===== src/rtl/prog_loader.sv =====
// Serial program loader: receives an 8N1 UART image frame and writes it into instruction RAM while holding the CPU.
// Optional checksum byte and XOR check are built when LOADER_CHECKSUM_EN is defined.
module prog_loader #(
  parameter int CLKS_PER_BIT = 434,
  parameter int ADDR_W       = 12
) (
  input  logic              clk,
  input  logic              rst,
  input  logic              rxd,
  input  logic              load_req,
  output logic              cpu_hold,
  output logic              mem_wren,
  output logic [ADDR_W-1:0] mem_addr,
  output logic [15:0]       mem_data,
  output logic              done,
  output logic              err,
  output logic [15:0]       word_count
);

  localparam int CNT_W = (CLKS_PER_BIT > 2) ? $clog2(CLKS_PER_BIT) : 1;
  localparam logic [CNT_W-1:0] HALF_M1 = CNT_W'(CLKS_PER_BIT / 2 - 1);
  localparam logic [CNT_W-1:0] FULL_M1 = CNT_W'(CLKS_PER_BIT - 1);
  localparam logic [16:0] MAX_WORDS = 17'(2 ** ADDR_W);

  typedef enum logic [1:0] {RX_IDLE, RX_START, RX_DATA, RX_STOP} rx_state_t;
  typedef enum logic [3:0] {
    IDLE, HDR, LEN_H, LEN_L, DATA_H, DATA_L,
`ifdef LOADER_CHECKSUM_EN
    CHK,
`endif
    DONE, ERR
  } state_t;

  logic [1:0]       r_rxd_sync;
  logic             r_rxd_prev;
  logic [1:0]       r_req_sync;
  logic             w_rxd;
  logic             w_req;

  rx_state_t        r_rx_state;
  logic [CNT_W-1:0] r_rx_cnt;
  logic [2:0]       r_rx_bit;
  logic [7:0]       r_rx_byte;
  logic             r_rx_valid;
  logic             r_rx_ferr;

  state_t           r_state;
  logic [15:0]      r_len;
  logic [7:0]       r_hi;
`ifdef LOADER_CHECKSUM_EN
  logic [7:0]       r_chk;
`endif
  logic [15:0]      w_len_n;
  logic [15:0]      w_wc_next;

  assign w_rxd     = r_rxd_sync[1];
  assign w_req     = r_req_sync[1];
  assign w_len_n   = {r_len[15:8], r_rx_byte};
  assign w_wc_next = word_count + 16'd1;

  always_ff @(posedge clk or negedge rst) begin
    if (!rst) begin
      r_rxd_sync <= 2'b11;
      r_rxd_prev <= 1'b1;
      r_req_sync <= 2'b00;
    end else begin
      r_rxd_sync <= {r_rxd_sync[0], rxd};
      r_rxd_prev <= w_rxd;
      r_req_sync <= {r_req_sync[0], load_req};
    end
  end

  // UART receiver: start confirmed at half bit, then one sample per bit period
  always_ff @(posedge clk or negedge rst) begin
    if (!rst) begin
      r_rx_state <= RX_IDLE;
      r_rx_cnt   <= '0;
      r_rx_bit   <= '0;
      r_rx_byte  <= '0;
      r_rx_valid <= 1'b0;
      r_rx_ferr  <= 1'b0;
    end else begin
      r_rx_valid <= 1'b0;
      r_rx_ferr  <= 1'b0;
      case (r_rx_state)
        RX_IDLE: begin
          if (!w_rxd && r_rxd_prev) begin
            r_rx_state <= RX_START;
            r_rx_cnt   <= '0;
          end
        end
        RX_START: begin
          if (r_rx_cnt == HALF_M1) begin
            r_rx_cnt   <= '0;
            r_rx_bit   <= '0;
            r_rx_state <= w_rxd ? RX_IDLE : RX_DATA;
          end else begin
            r_rx_cnt <= r_rx_cnt + 1'b1;
          end
        end
        RX_DATA: begin
          if (r_rx_cnt == FULL_M1) begin
            r_rx_cnt  <= '0;
            r_rx_byte <= {w_rxd, r_rx_byte[7:1]};
            if (r_rx_bit == 3'd7) r_rx_state <= RX_STOP;
            else                  r_rx_bit   <= r_rx_bit + 1'b1;
          end else begin
            r_rx_cnt <= r_rx_cnt + 1'b1;
          end
        end
        default: begin
          if (r_rx_cnt == FULL_M1) begin
            r_rx_cnt   <= '0;
            r_rx_valid <= 1'b1;
            r_rx_ferr  <= !w_rxd;
            r_rx_state <= RX_IDLE;
          end else begin
            r_rx_cnt <= r_rx_cnt + 1'b1;
          end
        end
      endcase
    end
  end

  // Frame FSM with registered outputs
  always_ff @(posedge clk or negedge rst) begin
    if (!rst) begin
      r_state    <= IDLE;
      r_len      <= '0;
      r_hi       <= '0;
`ifdef LOADER_CHECKSUM_EN
      r_chk      <= '0;
`endif
      cpu_hold   <= 1'b0;
      mem_wren   <= 1'b0;
      mem_addr   <= '0;
      mem_data   <= '0;
      done       <= 1'b0;
      err        <= 1'b0;
      word_count <= '0;
    end else begin
      mem_wren <= 1'b0;
      case (r_state)
        IDLE: begin
          cpu_hold <= 1'b0;
          if (w_req) begin
            r_state    <= HDR;
            cpu_hold   <= 1'b1;
            word_count <= '0;
`ifdef LOADER_CHECKSUM_EN
            r_chk      <= '0;
`endif
          end
        end
        DONE, ERR: begin
          if (!w_req) begin
            r_state  <= IDLE;
            cpu_hold <= 1'b0;
            done     <= 1'b0;
            err      <= 1'b0;
          end
        end
        default: begin
          if (!w_req) begin
            r_state  <= IDLE;
            cpu_hold <= 1'b0;
            err      <= 1'b0;
            done     <= 1'b0;
          end else if (r_rx_valid) begin
            if (r_rx_ferr && r_state != HDR) begin
              r_state <= ERR;
              err     <= 1'b1;
            end else begin
              case (r_state)
                HDR: if (!r_rx_ferr && r_rx_byte == 8'hA5) r_state <= LEN_H;
                LEN_H: begin
                  r_len[15:8] <= r_rx_byte;
                  r_state     <= LEN_L;
                end
                LEN_L: begin
                  r_len <= w_len_n;
                  if ({1'b0, w_len_n} > MAX_WORDS) begin
                    r_state <= ERR;
                    err     <= 1'b1;
                  end else if (w_len_n == 16'd0) begin
`ifdef LOADER_CHECKSUM_EN
                    r_state <= CHK;
`else
                    r_state <= DONE;
                    done    <= 1'b1;
`endif
                  end else begin
                    r_state <= DATA_H;
                  end
                end
                DATA_H: begin
                  r_hi    <= r_rx_byte;
`ifdef LOADER_CHECKSUM_EN
                  r_chk   <= r_chk ^ r_rx_byte;
`endif
                  r_state <= DATA_L;
                end
                DATA_L: begin
                  mem_wren   <= 1'b1;
                  mem_data   <= {r_hi, r_rx_byte};
                  mem_addr   <= word_count[ADDR_W-1:0];
                  word_count <= w_wc_next;
`ifdef LOADER_CHECKSUM_EN
                  r_chk      <= r_chk ^ r_rx_byte;
                  r_state    <= (w_wc_next == r_len) ? CHK : DATA_H;
`else
                  if (w_wc_next == r_len) begin
                    r_state <= DONE;
                    done    <= 1'b1;
                  end else begin
                    r_state <= DATA_H;
                  end
`endif
                end
`ifdef LOADER_CHECKSUM_EN
                CHK: begin
                  if (r_rx_byte == r_chk) begin
                    r_state <= DONE;
                    done    <= 1'b1;
                  end else begin
                    r_state <= ERR;
                    err     <= 1'b1;
                  end
                end
`endif
                default: r_state <= r_state;
              endcase
            end
          end
        end
      endcase
    end
  end

endmodule


===== config.mk =====
export PLATFORM = sky130hd
export DESIGN_NAME = prog_loader
export DESIGN_NICKNAME = d
export VERILOG_FILES = /design/src/rtl/prog_loader.sv
export SDC_FILE = /design/constraint.sdc
export NUM_CORES = 1
export LEC_CHECK = 0
export CAP_MARGIN = 10
export CORE_MARGIN = 2
export CORE_UTILIZATION = 50
export CTS_CLUSTER_DIAMETER = 60
export CTS_CLUSTER_SIZE = 30
export DETAILED_ROUTE_END_ITERATION = 10
export HOLD_SLACK_MARGIN = 0.05
export PLACE_DENSITY = 0.77
export SETUP_SLACK_MARGIN = 0.05
export SLEW_MARGIN = 20
export SYNTH_ARGS = -nofsm -noshare
export SYNTH_HDL_FRONTEND = slang
export SYNTH_SLANG_ARGS = --single-unit
export TNS_END_PERCENT = 10

===== constraint.sdc =====
create_clock -name clk -period 6.6 [get_ports clk]
set_input_delay 0.66 -clock clk [delete_from_list [all_inputs] [get_ports clk]]
set_output_delay 0.66 -clock clk [all_outputs]
set_load 0.02 [all_outputs]

==> flow_summary.json <==
{
  "outcome": "finished clean",
  "clock_latency_ns": 0.37,
  "worst_pin_slew_ns": 1.011,
  "drt_first_pass_iters": 5,
  "grt_util_met1": 0.3013,
  "yosysMostFrequentCell": "nand2_1",
  "fmax_ghz": 0.2627,
  "relSlewSlack": 0.3254,
  "final_cells": 685,
  "busiest_layer": "met2",
  "synth_top_flop_cell": "dfrtp_1",
  "gr-usage-met3": 0.04242,
  "hpwl_um": 7499,
  "die_h_um": 104.8,
  "clkSinkCount": 104,
  "antenna_found_initial": 0,
  "postCtsSetupRepairBufs": 0,
  "end_kind": "flop",
  "reg2reg_slack_ns": 2.79,
  "finalClockSkew_ns": 0.01471,
  "startpoint": "r_state[1]",
  "crit_type": "reg2reg",
  "synthTopCellsByCount": "111 x nand2_1, 101 x dfrtp_1, 42 x o21ai_0",
  "period_minus_slack_ns": 3.807,
  "synth_edf_count": 0,
  "area_growth_pct": 15.95,
  "wirelength_um": 11110,
  "worstPathArrival_ns": 4.02,
  "synth_area_leaders": "dfrtp_1 50%, nand2_1 8.2%, mux2_2 7.8%, o21ai_0 4.1%, xnor2_1 2.2%",
  "cp_max_fo": 50,
  "die_area_sq_um": 10990,
  "drv_cap": 0,
  "grt_pass1_wl_um": 19060,
  "drc": 0,
  "synthCells": 508,
  "r2r_cells": 9,
  "post_synth.cell_area_avg_sq_um": 10.01,
  "vias": 3927,
  "nets": 560,
  "totalNegativeSetupSlack_ns": 0,
  "die_width_um": 104.8,
  "gp_congestion": 0.9970,
  "pin_count": 52,
  "yosys_warnings": 0,
  "grt_usage": 0.2135,
  "final-hold-violation-count": 0,
  "grt_overflow_total": 0,
  "ant_nets": 0,
  "hold_buffers": 0,
  "start_kind": "flop",
  "num_antenna_cells": 0,
  "hold_class": "in2async",
  "p_per_area_nw_per_um2": 208.0,
  "synthArstFlopShare": 1.000,
  "vias_per_cell": 5.733,
  "r2r_end": "word_count[15]",
  "cts_buffers": 9,
  "synth_cell_types": 56,
  "drt_iter0_markers": 267,
  "synth_top_area_frac": 0.4972,
  "fin_crit_sh": 0.5768,
  "ys_seq_area_frac": 0.5127,
  "grtUsageMet2": 0.3353,
  "timing.rr.start": "r_state[1]",
  "drv_slew": 0,
  "rsz0062_at_grt": "no",
  "setup_viol_count_final": 0,
  "leakagePower_nw": 2.779,
  "p_total_mw": 1.226,
  "fp.coreArea_sq_um": 9819,
  "worstPathRequired_ns": 6.82,
  "cts_tree": "built",
  "syn_nets": 521,
  "dp_cells": 668,
  "routedWlPerCell_um": 16.22,
  "portBuffers": 51,
  "grt_pass1_vias": 3768,
  "synth_area_sq_um": 5084,
  "rows": 36,
  "worst_slack_ns": 2.793,
  "place_ws_ns": 2.739,
  "grt_start_max_net_pins": 78,
  "drive_above_1_share": 0.1341,
  "clk_pin_slew_ns": 0.11,
  "fillers": 848,
  "clock-root-buffer": "clkbuf_8",
  "h-tree-depth": 3,
  "ir_worst_vdd_mv": 0.1249,
  "synth_seq_cells": 104,
  "yosys.area.top_type": "dfrtp_1",
  "ctsResizeCount": 0,
  "clockBufferDepth": 2,
  "start_util": 0.5177
}
-- worst max path at each step --
stage | endpoint | cells past startpoint | slack [ns]
after floorplan | r_state[1] | 8 | 4.22
after global placement | word_count[15] | 9 | 2.88
after detailed placement | word_count[15] | 9 | 2.74
after CTS | word_count[15] | 9 | 2.72
after global routing | word_count[9] | 8 | 2.40
final | word_count[15] | 9 | 2.79
-- cell families after synthesis --
kind of cell,share of synthesized area
compound gates,0.1135
xor+xnor,0.04086
fa+ha+maj,0.02215
buf+inv,0.03052
flops,0.5127
mux,0.07753
simple gates,0.2028
-- per-stage QoR --
step	cell area [sq um]	hold WS [ns]	util
detailed placement	5664	0.3356	0.5768
finish	5894	0.1969	0.6003
floorplan	5084	0.3312	-
CTS	5878	0.1888	0.5986
global route	5894	0.2013	0.6003
global placement	5664	0.3440	0.5768
-- power by group --
| group | internal (mW) | leakage, nW | switching, mW |
|---|---|---|---|
| registers | 0.655 | 1.43 | 0.0291 |
| logic | 0.0467 | 1.24 | 0.0801 |
| clock network | 0.183 | 0.107 | 0.232 |
-- cell type report --
type / instances / area, sq um / area share
inverter: 13 / 48.80 / 0.008279
tap: 133 / 166.4 / 0.02823
multi-input combinational: 366 / 2336 / 0.3963
clock inverter: 7 / 90.09 / 0.01528
timing repair buffer: 53 / 523.0 / 0.08873
clock buffer: 9 / 123.9 / 0.02101
sequential: 104 / 2606 / 0.4422
-- state kept, by name, summed over array words and instances, names as in the netlist --
register and flops:
cpu_hold 1, r_rx_byte 8, r_rx_cnt 9, r_req_sync 2, word_count 16, r_hi 8, r_rx_bit 3, r_len 16
mem_addr 12, r_rx_valid 1, r_rxd_prev 1, err 1, r_state 3, mem_wren 1, mem_data 16, r_rx_state 2
r_rx_ferr 1, r_rxd_sync 2, done 1
-- placed cells by master, fill, tap and decap left out, types with 3 or more instances in the layout --
master | netlist | final
o21ai_0 | 42 | 42
clkdlybuf4s50_1 | 0 | 50
dfstp_2 | 3 | 3
clkinv_4 | 0 | 3
nor3_1 | 5 | 5
nand3_1 | 11 | 10
ha_1 | 9 | 9
inv_1 | 12 | 12
and3_1 | 11 | 11
a22o_1 | 3 | 3
mux2_2 | 35 | 35
o22ai_1 | 3 | 3
xnor2_1 | 13 | 13
nor2_1 | 21 | 21
xor2_1 | 8 | 8
nand2_1 | 111 | 111
clkbuf_8 | 0 | 9
o32a_1 | 3 | 3
o31ai_1 | 11 | 11
a21oi_1 | 13 | 12
nor4_1 | 6 | 6
o41ai_1 | 4 | 4
and4_1 | 5 | 5
nand2b_1 | 6 | 6
nor2b_1 | 7 | 7
nand4_1 | 6 | 6
dfrtp_1 | 101 | 101
and2_1 | 4 | 4
-- critical path: stages (launching register included) --
cell and delay [ns]:
dfrtp_1 0.52, ha_1 0.28, nor2b_1 0.27, and2_1 0.25, nand3_2 0.79, inv_2 0.90
a21oi_2 0.27, a21o_1 0.23, nand2_1 0.06, o31ai_1 0.07
-- metal layers --
layer,vias up,wire [um]
met1,1922,5176
met2,134,5233
met4,0,132
li1,1854,-
met5,-,0
met3,17,568
(Power assumes the default switching activity.)
